## src/rtl/spi_req_arbiter_if.sv

```systemverilog
// Bundle between the requesters, the arbiter and the shared SPI byte master.
// Per-requester fields are packed: slice i belongs to requester i.
// The slave view is the arbiter. The master view is the clients plus the SPI master.
interface spi_req_arbiter_if #(
  parameter int NUM_REQ = 4,
  parameter int LEN_W   = 4
) ();
  // client side
  logic [NUM_REQ-1:0]       req;
  logic [NUM_REQ*LEN_W-1:0] req_len;
  logic [NUM_REQ*8-1:0]     tx_data;
  logic [NUM_REQ-1:0]       tx_take;
  logic [7:0]               rx_data;
  logic [NUM_REQ-1:0]       rx_valid;
  logic [NUM_REQ-1:0]       done;
  logic                     err;
  logic [NUM_REQ-1:0]       grant;
  logic [NUM_REQ-1:0]       cs_n;
  // SPI byte master side
  logic                     m_start;
  logic [7:0]               m_data_in;
  logic                     m_busy;
  logic [7:0]               m_data_out;

  modport slave (
    input  req, req_len, tx_data, m_busy, m_data_out,
    output tx_take, rx_data, rx_valid, done, err, grant, cs_n, m_start, m_data_in
  );

  modport master (
    output req, req_len, tx_data, m_busy, m_data_out,
    input  tx_take, rx_data, rx_valid, done, err, grant, cs_n, m_start, m_data_in
  );
endinterface

```

## src/rtl/spi_req_arbiter.sv

```systemverilog
// Purpose: gives one SPI byte master to one requester at a time, round-robin, for a whole burst.
// Latency: grant 1 clk after req in IDLE. First m_start CS_SETUP+1 clks after grant. done 1 clk after last rx_valid.
// Backpressure: requesters hold req until they are granted. Bytes are paced by m_busy plus GAP_CYCLES idle clks.
module spi_req_arbiter #(
  parameter int NUM_REQ    = 4,
  parameter int LEN_W      = 4,
  parameter int CS_SETUP   = 2,
  parameter int GAP_CYCLES = 2,
  parameter int BUSY_TO    = 15
) (
  input logic              clk_i,
  input logic              rst_i,
  spi_req_arbiter_if.slave bus
);
  localparam int IDX_W   = $clog2(NUM_REQ);
  localparam int CNT_M0  = (CS_SETUP > GAP_CYCLES) ? CS_SETUP : GAP_CYCLES;
  localparam int CNT_MAX = (CNT_M0 > BUSY_TO) ? CNT_M0 : BUSY_TO;
  localparam int CNT_W   = $clog2(CNT_MAX + 2);

  // Last value of the shared counter in each timed state.
  localparam logic [CNT_W-1:0] SETUP_LAST = CNT_W'((CS_SETUP   > 0) ? CS_SETUP - 1   : 0);
  localparam logic [CNT_W-1:0] GAP_LAST   = CNT_W'((GAP_CYCLES > 0) ? GAP_CYCLES - 1 : 0);
  localparam logic [CNT_W-1:0] BUSY_LAST  = CNT_W'((BUSY_TO    > 0) ? BUSY_TO - 1    : 0);

  typedef enum logic [2:0] {
    IDLE, SETUP, LOAD, WAIT_BUSY, WAIT_DONE, GAP, RELEASE
  } state_t;

  state_t             state_q, state_d;
  logic [IDX_W-1:0]   owner_q, owner_d;
  logic [IDX_W-1:0]   ptr_q, ptr_d;
  logic [LEN_W-1:0]   rem_q, rem_d;
  logic [CNT_W-1:0]   cnt_q, cnt_d;
  logic               tout_q, tout_d;
  logic [NUM_REQ-1:0] grant_q, grant_d;
  logic [NUM_REQ-1:0] cs_n_q, cs_n_d;
  logic               m_start_q, m_start_d;
  logic [7:0]         m_data_in_q, m_data_in_d;
  logic [7:0]         rx_data_q, rx_data_d;
  logic [NUM_REQ-1:0] rx_valid_q, rx_valid_d;
  logic [NUM_REQ-1:0] tx_take_q, tx_take_d;
  logic [NUM_REQ-1:0] done_q, done_d;
  logic               err_q, err_d;

  logic [IDX_W-1:0]   pick;
  logic               pick_vld;
  logic [NUM_REQ-1:0] pick_oh;
  logic [NUM_REQ-1:0] owner_oh;

  assign pick_oh  = {{(NUM_REQ-1){1'b0}}, 1'b1} << pick;
  assign owner_oh = {{(NUM_REQ-1){1'b0}}, 1'b1} << owner_q;

  // Round-robin search: the first pending req after the last owner, wrapping around.
  always_comb begin
    int idx;
    idx      = 0;
    pick     = '0;
    pick_vld = 1'b0;
    for (int i = 1; i <= NUM_REQ; i++) begin
      idx = (int'(ptr_q) + i) % NUM_REQ;
      if (!pick_vld && bus.req[IDX_W'(idx)]) begin
        pick_vld = 1'b1;
        pick     = IDX_W'(idx);
      end
    end
  end

  // Burst sequencer. Every output is registered, so each state's actions appear the cycle after it.
  always_comb begin
    state_d     = state_q;
    owner_d     = owner_q;
    ptr_d       = ptr_q;
    rem_d       = rem_q;
    cnt_d       = cnt_q;
    tout_d      = tout_q;
    grant_d     = grant_q;
    cs_n_d      = cs_n_q;
    m_data_in_d = m_data_in_q;
    rx_data_d   = rx_data_q;
    m_start_d   = 1'b0;
    rx_valid_d  = '0;
    tx_take_d   = '0;
    done_d      = '0;
    err_d       = 1'b0;
    unique case (state_q)
      IDLE: begin
        if (pick_vld) begin
          owner_d = pick;
          rem_d   = bus.req_len[int'(pick)*LEN_W +: LEN_W];
          grant_d = pick_oh;
          cs_n_d  = ~pick_oh;
          tout_d  = 1'b0;
          cnt_d   = '0;
          state_d = (CS_SETUP == 0) ? LOAD : SETUP;
        end
      end
      SETUP: begin
        if (cnt_q == SETUP_LAST) state_d = LOAD;
        else                     cnt_d   = cnt_q + CNT_W'(1);
      end
      LOAD: begin
        m_start_d   = 1'b1;
        m_data_in_d = bus.tx_data[int'(owner_q)*8 +: 8];
        tx_take_d   = owner_oh;
        cnt_d       = '0;
        state_d     = WAIT_BUSY;
      end
      WAIT_BUSY: begin
        if (bus.m_busy) begin
          state_d = WAIT_DONE;
        end else if (cnt_q == BUSY_LAST) begin
          // The master never responded. Close the burst and flag it on done.
          tout_d  = 1'b1;
          state_d = RELEASE;
        end else begin
          cnt_d = cnt_q + CNT_W'(1);
        end
      end
      WAIT_DONE: begin
        if (!bus.m_busy) begin
          rx_data_d  = bus.m_data_out;
          rx_valid_d = owner_oh;
          if (rem_q == '0) begin
            state_d = RELEASE;
          end else begin
            rem_d   = rem_q - LEN_W'(1);
            cnt_d   = '0;
            state_d = (GAP_CYCLES == 0) ? LOAD : GAP;
          end
        end
      end
      GAP: begin
        if (cnt_q == GAP_LAST) state_d = LOAD;
        else                   cnt_d   = cnt_q + CNT_W'(1);
      end
      RELEASE: begin
        cs_n_d  = '1;
        grant_d = '0;
        done_d  = owner_oh;
        err_d   = tout_q;
        ptr_d   = owner_q;
        state_d = IDLE;
      end
      default: state_d = IDLE;
    endcase
  end

  // State and output registers. Reset is asynchronous so a mid-burst reset drops cs_n at once.
  always_ff @(posedge clk_i or posedge rst_i) begin
    if (rst_i) begin
      state_q     <= IDLE;
      owner_q     <= '0;
      ptr_q       <= IDX_W'(NUM_REQ - 1);
      rem_q       <= '0;
      cnt_q       <= '0;
      tout_q      <= 1'b0;
      grant_q     <= '0;
      cs_n_q      <= '1;
      m_start_q   <= 1'b0;
      m_data_in_q <= '0;
      rx_data_q   <= '0;
      rx_valid_q  <= '0;
      tx_take_q   <= '0;
      done_q      <= '0;
      err_q       <= 1'b0;
    end else begin
      state_q     <= state_d;
      owner_q     <= owner_d;
      ptr_q       <= ptr_d;
      rem_q       <= rem_d;
      cnt_q       <= cnt_d;
      tout_q      <= tout_d;
      grant_q     <= grant_d;
      cs_n_q      <= cs_n_d;
      m_start_q   <= m_start_d;
      m_data_in_q <= m_data_in_d;
      rx_data_q   <= rx_data_d;
      rx_valid_q  <= rx_valid_d;
      tx_take_q   <= tx_take_d;
      done_q      <= done_d;
      err_q       <= err_d;
    end
  end

  assign bus.grant     = grant_q;
  assign bus.cs_n      = cs_n_q;
  assign bus.m_start   = m_start_q;
  assign bus.m_data_in = m_data_in_q;
  assign bus.rx_data   = rx_data_q;
  assign bus.rx_valid  = rx_valid_q;
  assign bus.tx_take   = tx_take_q;
  assign bus.done      = done_q;
  assign bus.err       = err_q;
endmodule

```

## src/flat_wrapper.sv

```systemverilog
// flat-port wrapper written by rule: the top's interface ports become plain ports
module spi_req_arbiter_flat 
#(
  parameter int NUM_REQ    = 4,
  parameter int LEN_W      = 4,
  parameter int CS_SETUP   = 2,
  parameter int GAP_CYCLES = 2,
  parameter int BUSY_TO    = 15
)
  (clk_i, rst_i, bus_req, bus_req_len, bus_tx_data, bus_m_busy, bus_m_data_out, bus_tx_take, bus_rx_data, bus_rx_valid, bus_done, bus_err, bus_grant, bus_cs_n, bus_m_start, bus_m_data_in);
  spi_req_arbiter_if #(.NUM_REQ(NUM_REQ), .LEN_W(LEN_W)) bus_i ();
  input logic clk_i;
  input logic rst_i;
  input wire logic [$bits(bus_i.req)-1:0] bus_req;
  input wire logic [$bits(bus_i.req_len)-1:0] bus_req_len;
  input wire logic [$bits(bus_i.tx_data)-1:0] bus_tx_data;
  input wire logic [$bits(bus_i.m_busy)-1:0] bus_m_busy;
  input wire logic [$bits(bus_i.m_data_out)-1:0] bus_m_data_out;
  output wire logic [$bits(bus_i.tx_take)-1:0] bus_tx_take;
  output wire logic [$bits(bus_i.rx_data)-1:0] bus_rx_data;
  output wire logic [$bits(bus_i.rx_valid)-1:0] bus_rx_valid;
  output wire logic [$bits(bus_i.done)-1:0] bus_done;
  output wire logic [$bits(bus_i.err)-1:0] bus_err;
  output wire logic [$bits(bus_i.grant)-1:0] bus_grant;
  output wire logic [$bits(bus_i.cs_n)-1:0] bus_cs_n;
  output wire logic [$bits(bus_i.m_start)-1:0] bus_m_start;
  output wire logic [$bits(bus_i.m_data_in)-1:0] bus_m_data_in;
  assign bus_i.req = bus_req;
  assign bus_i.req_len = bus_req_len;
  assign bus_i.tx_data = bus_tx_data;
  assign bus_i.m_busy = bus_m_busy;
  assign bus_i.m_data_out = bus_m_data_out;
  assign bus_tx_take = bus_i.tx_take;
  assign bus_rx_data = bus_i.rx_data;
  assign bus_rx_valid = bus_i.rx_valid;
  assign bus_done = bus_i.done;
  assign bus_err = bus_i.err;
  assign bus_grant = bus_i.grant;
  assign bus_cs_n = bus_i.cs_n;
  assign bus_m_start = bus_i.m_start;
  assign bus_m_data_in = bus_i.m_data_in;
  spi_req_arbiter #(.NUM_REQ(NUM_REQ), .LEN_W(LEN_W), .CS_SETUP(CS_SETUP), .GAP_CYCLES(GAP_CYCLES), .BUSY_TO(BUSY_TO)) u_core (.clk_i(clk_i), .rst_i(rst_i), .bus(bus_i));
endmodule
```

## config.mk

```make
export PLATFORM = sky130hd
export DESIGN_NAME = spi_req_arbiter_flat
export DESIGN_NICKNAME = d
export VERILOG_FILES = /design/src/rtl/spi_req_arbiter_if.sv /design/src/rtl/spi_req_arbiter.sv /design/src/flat_wrapper.sv
export SDC_FILE = /design/constraint.sdc
export NUM_CORES = 1
export LEC_CHECK = 0
export ABC_AREA = 1
export BUFFER_PORTS_ARGS = -buffer_cell sky130_fd_sc_hd__clkbuf_2
export CAP_MARGIN = 20
export CORE_ASPECT_RATIO = 0.9
export CORE_MARGIN = 2
export CORE_UTILIZATION = 45
export DETAILED_ROUTE_END_ITERATION = 6
export GPL_TIMING_DRIVEN = 0
export PLACE_DENSITY = 0.75
export SYNTH_ARGS = -nofsm -noshare
export SYNTH_HDL_FRONTEND = slang
export SYNTH_SLANG_ARGS = --single-unit
```

## constraint.sdc

```tcl
create_clock -name clk_i -period 1.8 [get_ports clk_i]
set_input_delay 0.27 -clock clk_i [delete_from_list [all_inputs] [get_ports clk_i]]
set_output_delay 0.27 -clock clk_i [all_outputs]
set_load 0.005 [all_outputs]
```

==> results of run 1 <==
metrics by stage:
stage	worst slack (ps)	hold slack, ps
floorplan	47.2	420
global placement	-467	454
detailed placement	-153	314
CTS	-133	179
global route	-271	181
finish	-166	187
flip-flops by register name (all words and copies together) (netlist names):
name and flops:
u_core.bus.rx_valid 4, u_core.bus.err 1, u_core.bus.tx_take 4, u_core.cnt_q 5
u_core.ptr_q 2, u_core.bus.done 4, u_core.bus.cs_n 4, u_core.bus.m_data_in 8
u_core.bus.m_start 1, u_core.bus.rx_data 8, u_core.bus.grant 4, u_core.owner_q 2
u_core.tout_q 1, u_core.rem_q 4, u_core.state_q 3
layout make-up:
cell class / count / area, sq um / area share, %
Inverter: 59 / 240 / 5.91
Clock buffer: 7 / 86.3 / 2.12
Timing Repair Buffer: 115 / 637 / 15.7
Sequential cell: 55 / 1390 / 34.1
Clock inverter: 1 / 8.76 / 0.216
Buffer: 4 / 32.5 / 0.800
Multi-Input combinational cell: 257 / 1560 / 38.4
Tap cell: 90 / 113 / 2.77
cell usage in the layout, fill, tap and decap left out, types with 2 or more instances in the layout:
| cell type | instances |
|---|---|
| sky130_fd_sc_hd__mux2_2 | 8 |
| sky130_fd_sc_hd__nor2_8 | 2 |
| sky130_fd_sc_hd__xor2_1 | 3 |
| sky130_fd_sc_hd__nand3_4 | 3 |
| sky130_fd_sc_hd__nand3_1 | 27 |
| sky130_fd_sc_hd__ha_1 | 5 |
| sky130_fd_sc_hd__nand2_1 | 82 |
| sky130_fd_sc_hd__buf_6 | 5 |
| sky130_fd_sc_hd__nand3_2 | 2 |
| sky130_fd_sc_hd__nor2_4 | 2 |
| sky130_fd_sc_hd__clkbuf_8 | 6 |
| sky130_fd_sc_hd__buf_4 | 9 |
| sky130_fd_sc_hd__a22oi_1 | 9 |
| sky130_fd_sc_hd__dfstp_2 | 6 |
| sky130_fd_sc_hd__nand2_4 | 9 |
| sky130_fd_sc_hd__o31ai_1 | 3 |
| sky130_fd_sc_hd__o21ai_0 | 6 |
| sky130_fd_sc_hd__a21oi_1 | 4 |
| sky130_fd_sc_hd__o21a_1 | 3 |
| sky130_fd_sc_hd__inv_1 | 47 |
| sky130_fd_sc_hd__nand2_2 | 22 |
| sky130_fd_sc_hd__inv_2 | 8 |
| sky130_fd_sc_hd__o21ai_1 | 3 |
| sky130_fd_sc_hd__a41oi_1 | 7 |
| sky130_fd_sc_hd__o31ai_2 | 2 |
| sky130_fd_sc_hd__buf_2 | 2 |
| sky130_fd_sc_hd__dfrtp_2 | 3 |
| sky130_fd_sc_hd__dfrtp_1 | 46 |
| sky130_fd_sc_hd__nor2_1 | 38 |
| sky130_fd_sc_hd__a21oi_2 | 3 |
| sky130_fd_sc_hd__clkbuf_2 | 101 |
| sky130_fd_sc_hd__o21ai_2 | 2 |
critical path, stage by stage, from the launching register on:
cell	delay (ps)
sky130_fd_sc_hd__dfstp_2	580
sky130_fd_sc_hd__inv_2	60
sky130_fd_sc_hd__buf_6	130
sky130_fd_sc_hd__nand2_2	60
sky130_fd_sc_hd__nand2_2	70
sky130_fd_sc_hd__nand2_2	100
sky130_fd_sc_hd__inv_2	40
sky130_fd_sc_hd__o21ai_1	140
sky130_fd_sc_hd__nand2_2	90
sky130_fd_sc_hd__a21oi_4	240
sky130_fd_sc_hd__nand2_2	90
sky130_fd_sc_hd__buf_4	150
sky130_fd_sc_hd__o22a_1	160
layer usage:
layer / GRT usage, % / part of all wire, % / vias up
met2: 36.5 / 50 / 85
met1: 25.5 / 42 / 1390
met4: 5.00 / 0.79 / 0
li1: - / - / 1446
met3: 4.52 / 6.3 / 8
met5: 0 / 0 / -
power by group:
group / leakage (uW) / total [uW] / internal (uW) / switching (uW)
clock: 0.0000484 / 708 / 316 / 392
combinational: 0.00146 / 4100 / 1640 / 2460
sequential: 0.000675 / 2050 / 1740 / 316
total: 0.00219 / 6860 / 3690 / 3170
logic make-up after synthesis:
| group | share of synthesized area [%] |
|---|---|
| buf+inv | 8.31 |
| xor+xnor | 1.13 |
| simple gates | 30.2 |
| fa+ha+maj | 2.02 |
| compound gates | 10.9 |
| flops | 44.6 |
| mux | 2.90 |
final timing paths:
| path | start | cells past startpoint | slack, ps | end |
|---|---|---|---|---|
| min in group asynchronous | rst_i | 3 | 500 | u_core.cnt_q[1]$_DFFE_PP0P_ |
| worst max register to register | u_core.ptr_q[0]$_DFFE_PP1P_ | 12 | -170 | u_core.bus.cs_n[3]$_DFFE_PP1P_ |
| worst min register to register | u_core.bus.cs_n[2]$_DFFE_PP1P_ | 2 | 470 | u_core.bus.cs_n[2]$_DFFE_PP1P_ |
| worst max-delay path | u_core.ptr_q[0]$_DFFE_PP1P_ | 12 | -170 | u_core.bus.cs_n[3]$_DFFE_PP1P_ |
| worst min-delay path | bus_m_data_out[1] | 2 | 190 | u_core.bus.rx_data[1]$_DFFE_PP0P_ |
| max in group asynchronous | rst_i | 4 | 760 | u_core.state_q[1]$_DFFE_PP0P_ |
timing repair:
item | in CTS | in global routing
cloned | 2 | 1
buffers inserted | 7 | 4
hold buffers | 1 | 0
endpoints found under the setup margin | 15 | 30
endpoints found under the hold margin | 15 | 0
pin swaps | 11 | 8
gates resized for setup | 17 | 24
==> flow_metrics.py, run 1 <==
metrics = {
    "outcome": {
        "status": "finished, violations left",
        "violations": "setup timing",
    },
    "synth": {
        "synth_cell_type_count": 41,
        "synth_area_leaders": "sky130_fd_sc_hd__dfrtp_1 (40%), sky130_fd_sc_hd__nand2_1 (11%), sky130_fd_sc_hd__inv_1 (5.9%)",
        "warnings_from_yosys": 0,
        "synth.cell_area_sq_mm": 0.00310,
        "synth_area_leader_cell": "sky130_fd_sc_hd__dfrtp_1",
        "yosys.cell_count.top_type": "sky130_fd_sc_hd__nand2_1",
        "yosys-top-cells-count": "sky130_fd_sc_hd__nand2_1 (93), sky130_fd_sc_hd__dfrtp_1 (49), sky130_fd_sc_hd__inv_1 (49)",
        "synth_edf_count": 0,
        "post_synth_inst_count": 374,
        "syn_area_per_cell_sq_um": 8.30,
        "yosysTopAreaCellShare_pct": 39.5,
        "async_reset_ff_share_pct": 100,
        "ys_ff_latch": 55,
        "yosysSeqAreaShare_pct": 44.6,
        "synth_flop_cell": "sky130_fd_sc_hd__dfrtp_1",
        "mappedNetlistNets": 442,
    },
    "floorplanning": {
        "die_height_um": 82.8,
        "floorplan.die.width_um": 91.5,
        "num_rows": 28,
        "initial_core_utilization_pct": 46.9,
        "area_enclosed_by_the_die_boundary_sq_mm": 0.00758,
        "core_region_area_sq_mm": 0.00662,
        "pin_count": 101,
    },
    "detailed_routing": {
        "dr.pass1.iters": 4,
        "finalWirelength_um": 7470,
        "antenna_violation_net_count_after_detailed_routing": 0,
        "drt-initial-drc-count": 95,
        "detail_route.drc_violations": 0,
        "drt-wirelength-per-cell_um": 12.7,
        "vias_per_cell": 4.98,
        "vias": 2929,
    },
    "finish": {
        "antenna_diode_instance_count": 0,
        "share_of_post_route_cells_with_drive_strength_above_1_pct": 41.4,
        "finish.utilization_pct": 61.4,
        "area.growth.synth_to_final_pct": 31.0,
        "layout.filler_cells": 604,
        "stdcell_area_sq_mm": 0.00406,
        "final_cell_count_no_fill": 588,
        "finish.net_count": 565,
    },
    "global_route": {
        "track_usage_pct": 20.4,
        "grt_remaining_overflow": 0,
        "grt_pass1_vias": 2786,
        "initial_antenna_violation_count": 0,
        "grt_first_pass_wirelength_um": 12400,
        "largest_net_degree_at_the_start_of_global_routing": 35,
    },
    "setup_path": {
        "timing.critical_path.required_ps": 2040,
        "critPathKind": "flip-flop to flip-flop",
        "worst_setup_path_end_kind": "flip-flop",
        "wp_data_arrival_ps": 2210,
        "cp-start-kind": "flip-flop",
        "critical_path.max_fanout": 6,
    },
    "sta": {
        "final_total_negative_setup_slack_ps": -1750,
        "setup_repair_after_global_routing_missed_its_margin": "true",
        "drv_slew": 0,
        "timing.clock.skew_ps": 3.75,
        "fin_crit_sh_pct": 109,
        "worstMarginPinSlew_ps": 633,
        "setup_viol": 18,
        "relSlewSlack_pct": 57.6,
        "report.final.hold_viol_count": 0,
        "postLayoutSetupSlackWorst_ps": -166,
        "timing.final.crit_period_ps": 1970,
        "clock.fmax_mhz": 509,
    },
    "pwr": {
        "static-leakage-power_uw": 0.00219,
        "pwr_density_cell_mw_per_mm2": 1690,
        "vdd.ir_drop.worst_v": 0.000548,
        "fin_total_pwr_uw": 6860,
    },
    "placed_design": {
        "dp_hpwl_um": 5660,
        "placed_cell_area_sq_mm": 0.00374,
        "dp_cells": 565,
        "io_buffers": 100,
        "weighted_congestion_reported_at_the_end_of_routability_driven_placement": 0.842,
    },
    "clock_network": {
        "htree_num_levels": 2,
        "cts_made_buffers": 5,
        "tritoncts": "built",
        "library_cell_used_as_clock_root_buffer": "sky130_fd_sc_hd__clkbuf_8",
        "cts.sink_count": 55,
        "clock_path_buffers": 2,
        "clock_latency_ps": 310,
        "clk_pin_slew_worst_paths_ps": 90,
    },
    "worst_hold_path": {
        "timing.hold.worst.class": "input port to flip-flop",
    },
    "flow_run": {
        "max-cap-violations": 0,
    },
}
Note: power is estimated with default switching activity, not from simulation.
==> run 2, diff against run 1 <==
--- a/config.mk
+++ b/config.mk
@@ -7,13 +7,14 @@
 export LEC_CHECK = 0
 export ABC_AREA = 1
 export BUFFER_PORTS_ARGS = -buffer_cell sky130_fd_sc_hd__clkbuf_2
-export CAP_MARGIN = 20
+export CAP_MARGIN = 40
 export CORE_ASPECT_RATIO = 0.9
 export CORE_MARGIN = 2
 export CORE_UTILIZATION = 45
 export DETAILED_ROUTE_END_ITERATION = 6
 export GPL_TIMING_DRIVEN = 0
 export PLACE_DENSITY = 0.75
+export RECOVER_POWER = 25
 export SYNTH_ARGS = -nofsm -noshare
 export SYNTH_HDL_FRONTEND = slang
 export SYNTH_SLANG_ARGS = --single-unit
==> flow_metrics.py, run 2 (synthesis results as in run 1) <==
metrics = {
    "setup_path": {
        "crit_top_cell": "sky130_fd_sc_hd__nand2_2",
        "path_cells": "inv_2 > buf_6 > nand2_2 > nand2_2 > nand2_2 > inv_2 > o21ai_1 > nand2_2 > a21oi_4 > nand2_2 > buf_4 > o22a_1",
        "critPathBufInv": 4,
        "maximum_cell_stage_delay_along_the_critical_path_ps": 580,
        "cp-start-kind": "flip-flop",
        "critPathKind": "flip-flop to flip-flop",
        "critical_path.max_fanout": 6,
        "cp_slowest_cell": "sky130_fd_sc_hd__dfstp_2",
        "wp_data_arrival_ps": 2210,
        "timing.critical_path.required_ps": 2040,
        "cp_top_family": "flip-flops",
        "worst_setup_path_end_kind": "flip-flop",
        "crit-reg2reg-launch": "u_core.ptr_q[0]$_DFFE_PP1P_",
        "critPathLaunch": "u_core.ptr_q[0]$_DFFE_PP1P_",
    },
    "placed_design": {
        "dp_worst_setup_slack_ps": -153,
        "placed_cell_area_sq_mm": 0.00374,
        "dp_hpwl_um": 5660,
        "io_buffers": 100,
        "weighted_congestion_reported_at_the_end_of_routability_driven_placement": 0.842,
        "dp_cells": 565,
    },
    "clock_network": {
        "clock_path_buffers": 2,
        "htree_num_levels": 2,
        "cts_made_buffers": 5,
        "library_cell_used_as_clock_root_buffer": "sky130_fd_sc_hd__clkbuf_8",
        "clk_pin_slew_worst_paths_ps": 90,
        "clock_latency_ps": 310,
        "tritoncts": "built",
        "cts.sink_count": 55,
    },
    "pwr": {
        "clock_power_share_pct": 10.3,
        "fin_total_pwr_uw": 6860,
        "switching_power_uw": 3170,
        "power.switching_fraction_pct": 46.2,
        "intPower_uw": 3690,
        "vdd.ir_drop.worst_v": 0.000548,
        "static-leakage-power_uw": 0.00219,
        "p_seq_share_pct": 29.9,
        "pwr-share-comb_pct": 59.8,
        "pwr_density_cell_mw_per_mm2": 1690,
    },
    "floorplanning": {
        "die_height_um": 82.8,
        "initial_core_utilization_pct": 46.9,
        "area_enclosed_by_the_die_boundary_sq_mm": 0.00758,
        "floorplan.die.width_um": 91.5,
        "core_region_area_sq_mm": 0.00662,
        "pin_count": 101,
        "num_rows": 28,
    },
    "worst_hold_path": {
        "worst_hold_startpoint": "bus_m_data_out[1]",
        "timing.hold.worst.class": "input port to flip-flop",
    },
    "global_route": {
        "largest_net_degree_at_the_start_of_global_routing": 35,
        "grt_first_pass_wirelength_um": 12400,
        "initial_antenna_violation_count": 0,
        "grt_remaining_overflow": 0,
        "grt_pass1_vias": 2786,
        "track_usage_pct": 20.4,
    },
    "finish": {
        "finish.net_count": 565,
        "most-common-layout-cells": "sky130_fd_sc_hd__clkbuf_2 (101), sky130_fd_sc_hd__nand2_1 (82), sky130_fd_sc_hd__inv_1 (48)",
        "area.growth.synth_to_final_pct": 31.0,
        "most_common_library_cell_in_the_layout_ignoring_fill_and_taps": "sky130_fd_sc_hd__clkbuf_2",
        "layout.filler_cells": 604,
        "final_cell_count_no_fill": 588,
        "antenna_diode_instance_count": 0,
        "register_area_sq_mm": 0.00139,
        "share_of_post_route_cells_with_drive_strength_above_1_pct": 41.2,
        "multi_input_comb_area_sq_mm": 0.00156,
        "stdcell_area_sq_mm": 0.00406,
    },
    "sta": {
        "fin_crit_sh_pct": 109,
        "setup_viol": 18,
        "worstMarginPinSlew_ps": 875,
        "report.final.hold_viol_count": 0,
        "timing.final.crit_period_ps": 1970,
        "setup_repair_after_global_routing_missed_its_margin": "true",
        "drv_slew": 0,
        "relSlewSlack_pct": 41.6,
        "postLayoutSetupSlackWorst_ps": -166,
        "clock.fmax_mhz": 509,
        "timing.clock.skew_ps": 3.75,
    },
    "detailed_routing": {
        "dr.pass1.iters": 4,
        "detail_route.drc_violations": 0,
        "drt-initial-drc-count": 95,
        "finalWirelength_um": 7470,
        "vias": 2929,
        "antenna_violation_net_count_after_detailed_routing": 0,
        "drt-wirelength-per-cell_um": 12.7,
        "vias_per_cell": 4.98,
    },
    "outcome": {
        "violations": "setup timing",
        "status": "finished, violations left",
    },
    "flow_run": {
        "max-cap-violations": 0,
    },
}
## run 2: worst reg2reg max path: stages (launching register included)
cell and delay [ps]:
sky130_fd_sc_hd__dfstp_2 580, sky130_fd_sc_hd__inv_2 60, sky130_fd_sc_hd__buf_6 130, sky130_fd_sc_hd__nand2_2 60, sky130_fd_sc_hd__nand2_2 70, sky130_fd_sc_hd__nand2_2 100, sky130_fd_sc_hd__inv_2 40, sky130_fd_sc_hd__o21ai_1 140
sky130_fd_sc_hd__nand2_2 90, sky130_fd_sc_hd__a21oi_4 240, sky130_fd_sc_hd__nand2_2 90, sky130_fd_sc_hd__buf_4 150, sky130_fd_sc_hd__o22a_1 160
## run 2: worst paths after layout
path / slack (ps) / endpoint / depth (start not counted)
max reg2reg: -170 / u_core.bus.cs_n[3]$_DFFE_PP1P_ / 12
min reg2reg: 470 / u_core.bus.cs_n[2]$_DFFE_PP1P_ / 2
min in group asynchronous: 660 / u_core.cnt_q[1]$_DFFE_PP0P_ / 3
max in group asynchronous: 470 / u_core.state_q[1]$_DFFE_PP0P_ / 4
max: -170 / u_core.bus.cs_n[3]$_DFFE_PP1P_ / 12
min: 190 / u_core.bus.rx_data[1]$_DFFE_PP0P_ / 2
## run 2: layer usage
metal  wire, um  global-route usage (%)  vias to the layer above
met3        471                    4.52                        8
met5          0                       0                        -
met4         59                    5.00                        0
met2       3770                    36.5                       85
met1       3170                    25.5                     1390
li1           -                       -                     1446
## run 2: metrics by stage
| step | TNS (ps) | utilization, % | hold WS [ps] |
|---|---|---|---|
| finish | -1750 | 61.4 | 187 |
| global route | -4040 | 61.4 | 181 |
| CTS | -1100 | 59.8 | 179 |
| detailed placement | -1120 | 56.4 | 314 |
| global placement | -23430 | 56.1 | 454 |
| floorplan | 0 | - | 420 |
## run 2: cell type report
class,instances,area share [%]
Buffer,4,0.800
Multi-Input combinational cell,257,38.4
Clock buffer,7,2.12
Inverter,59,5.91
Clock inverter,1,0.216
Timing Repair Buffer,115,15.7
Tap cell,90,2.77
Sequential cell,55,34.1
## run 2: power groups by stage
stage               Sequential, uW  Clock, uW  Combinational (uW)
floorplan                     2030          0                2620
global placement              2040          0                3460
detailed placement            2070          0                3580
CTS                           2040        724                3850
global route                  2120        783                4600
finish                        2050        708                4100
## run 2: repair_timing
| item | 4_1_cts | 5_1_grt |
|---|---|---|
| cloned | 2 | 1 |
| setup endpoints to repair | 15 | 30 |
| pin swaps | 11 | 8 |
| resized for setup | 17 | 24 |
| setup buffers | 7 | 4 |
| endpoints found under the hold margin | 15 | 0 |
| hold buffers | 1 | 0 |
==> run 3, diff against run 2 <==
--- a/config.mk
+++ b/config.mk
@@ -11,9 +11,10 @@
 export CORE_ASPECT_RATIO = 0.9
 export CORE_MARGIN = 2
 export CORE_UTILIZATION = 45
+export CTS_BUF_LIST = sky130_fd_sc_hd__clkbuf_2
 export DETAILED_ROUTE_END_ITERATION = 6
 export GPL_TIMING_DRIVEN = 0
-export PLACE_DENSITY = 0.75
+export PLACE_DENSITY = 0.72
 export RECOVER_POWER = 25
 export SYNTH_ARGS = -nofsm -noshare
 export SYNTH_HDL_FRONTEND = slang
==> constraint.sdc (replaced) <==
create_clock -name clk_i -period 2.15 [get_ports clk_i]
set_input_delay 0.3225 -clock clk_i [delete_from_list [all_inputs] [get_ports clk_i]]
set_output_delay 0.3225 -clock clk_i [all_outputs]
set_load 0.005 [all_outputs]
==> flow_metrics.py, run 3 (synthesis results as in run 1) <==
metrics = {
    "clock_network": {
        "clk_pin_slew_worst_paths_ps": 310,
        "clock_path_buffers": 2,
        "tritoncts": "built",
        "htree_num_levels": 2,
        "cts.sink_count": 55,
        "library_cell_used_as_clock_root_buffer": "sky130_fd_sc_hd__clkbuf_2",
        "cts_made_buffers": 5,
        "cts_post_setup_buffers_inserted": 0,
        "clock_latency_ps": 460,
    },
    "setup_path": {
        "critical_path.max_fanout": 10,
        "cp-start-kind": "flip-flop",
        "wp_data_arrival_ps": 2400,
        "worst_setup_path_end_kind": "flip-flop",
        "critPathKind": "flip-flop to flip-flop",
        "timing.critical_path.required_ps": 2560,
    },
    "floorplanning": {
        "num_rows": 28,
        "initial_core_utilization_pct": 46.9,
        "area_enclosed_by_the_die_boundary_sq_mm": 0.00758,
        "floorplan.die.width_um": 91.5,
        "die_height_um": 82.8,
        "core_region_area_sq_mm": 0.00662,
        "pin_count": 101,
    },
    "sta": {
        "relSlewSlack_pct": 16.3,
        "report.final.hold_viol_count": 0,
        "fin_crit_sh_pct": 92.5,
        "worstMarginPinSlew_ps": 1250,
        "clock.fmax_mhz": 503,
        "setup_repair_after_global_routing_missed_its_margin": "false",
        "worst_hold_slack_ps": 56.3,
        "timing.final.crit_period_ps": 1990,
        "drv_slew": 0,
        "timing.clock.skew_ps": 24.4,
        "setup_viol": 0,
    },
    "detailed_routing": {
        "finalWirelength_um": 7030,
        "drt-wirelength-per-cell_um": 12.2,
        "drt-initial-drc-count": 103,
        "vias": 2820,
        "dr.pass1.iters": 4,
        "vias_per_cell": 4.91,
        "antenna_violation_net_count_after_detailed_routing": 0,
        "detail_route.drc_violations": 0,
    },
    "pwr": {
        "vdd.ir_drop.worst_v": 0.000572,
        "static-leakage-power_uw": 0.00207,
        "pwr_density_cell_mw_per_mm2": 1350,
    },
    "global_route": {
        "initial_antenna_violation_count": 0,
        "largest_net_degree_at_the_start_of_global_routing": 32,
        "grt_remaining_overflow": 0,
        "grt_first_pass_wirelength_um": 11800,
        "grt_pass1_vias": 2660,
        "track_usage_pct": 19.2,
    },
    "outcome": {
        "status": "completed",
    },
    "finish": {
        "most_common_library_cell_in_the_layout_ignoring_fill_and_taps": "sky130_fd_sc_hd__clkbuf_2",
        "finish.utilization_pct": 57.4,
        "antenna_diode_instance_count": 0,
        "area.growth.synth_to_final_pct": 22.5,
        "most-common-layout-cells": "sky130_fd_sc_hd__clkbuf_2 (105), sky130_fd_sc_hd__nand2_1 (92), sky130_fd_sc_hd__inv_1 (49), sky130_fd_sc_hd__dfrtp_1 (49), sky130_fd_sc_hd__nor2_1 (38)",
        "share_of_post_route_cells_with_drive_strength_above_1_pct": 35.1,
        "finish.net_count": 551,
    },
    "placed_design": {
        "weighted_congestion_reported_at_the_end_of_routability_driven_placement": 0.852,
        "io_buffers": 100,
        "dp_hpwl_um": 5620,
    },
    "flow_run": {
        "max-cap-violations": 0,
    },
    "worst_hold_path": {
        "timing.hold.worst.class": "input port to flip-flop",
    },
}
run 3: cell count changes in the layout (fill, tap and decap cells not counted), sizes merged:
cell / previous run / this run
buf: 17 / 4
clkbuf: 108 / 106
clkinv: 1 / 2
inv: 58 / 59
nand3: 32 / 31
run 3: area by class of cell:
class                           instances  area, sq um
Clock buffer                            5         25.0
Timing Repair Buffer                  102          531
Multi-Input combinational cell        256         1460
Fill cell                             615         2820
Sequential cell                        55         1380
Clock inverter                          3         27.5
Buffer                                  4         31.3
Inverter                               59          226
Tap cell                               90          113
run 3: power breakdown:
group          internal [uW]  switching (uW)  leakage (uW)
registers               1440             257      0.000678
clock network           91.1             352     0.0000311
logic                   1120            1850       0.00136
run 3: timing repair:
action,4_1_cts,5_1_grt
endpoints found under the setup margin,0,3
hold buffers,1,0
hold endpoints to repair,24,0
resized for setup,0,1
run 3: worst paths after layout:
kind | startpoint | end | slack (ps) | cells past startpoint
max | u_core.ptr_q[0]$_DFFE_PP1P_ | u_core.bus.grant[2]$_DFFE_PP0P_ | 160 | 10
min | bus_m_data_out[3] | u_core.bus.rx_data[3]$_DFFE_PP0P_ | 60 | 2
max reg2reg | u_core.ptr_q[0]$_DFFE_PP1P_ | u_core.bus.grant[2]$_DFFE_PP0P_ | 160 | 10
min reg2reg | u_core.bus.cs_n[2]$_DFFE_PP1P_ | u_core.bus.cs_n[2]$_DFFE_PP1P_ | 490 | 2
max in group asynchronous | rst_i | u_core.bus.done[3]$_DFF_PP0_ | 720 | 4
min in group asynchronous | rst_i | u_core.bus.rx_data[4]$_DFFE_PP0P_ | 670 | 3
run 3: critical path, cell delays in order, from the launching register on:
cell and delay [ps]:
sky130_fd_sc_hd__dfstp_2 610, sky130_fd_sc_hd__buf_6 140, sky130_fd_sc_hd__nand2_1 70, sky130_fd_sc_hd__nand3_1 80, sky130_fd_sc_hd__nand2_1 150, sky130_fd_sc_hd__o21ai_1 190
sky130_fd_sc_hd__nand2_2 90, sky130_fd_sc_hd__a21oi_4 220, sky130_fd_sc_hd__nand2_2 100, sky130_fd_sc_hd__o21ai_2 160, sky130_fd_sc_hd__o21a_1 140
run 3: layer usage:
layer  vias to the layer above  track usage (%)  wire, um
met3                         4             4.16       446
met4                         0             2.58        26
met5                         -                0         0
met2                        79             33.7      3390
met1                      1315             25.3      3160
li1                       1422                -         -
run 3: through the flow:
step | instances | total power (uW) | instance area [sq um] | TNS (ps) | setup slack, ps
2_1_floorplan | 374 | 3890 | 3100 | 0 | 397
3_3_place_gp | 564 | 4610 | 3720 | -8910 | -184
3_5_place_dp | 565 | 4710 | 3740 | 0 | 204
4_1_cts | 574 | 5150 | 3800 | 0 | 153
5_1_grt | 574 | 5620 | 3800 | 0 | 23.5
6_report | 574 | 5120 | 3800 | 0 | 161
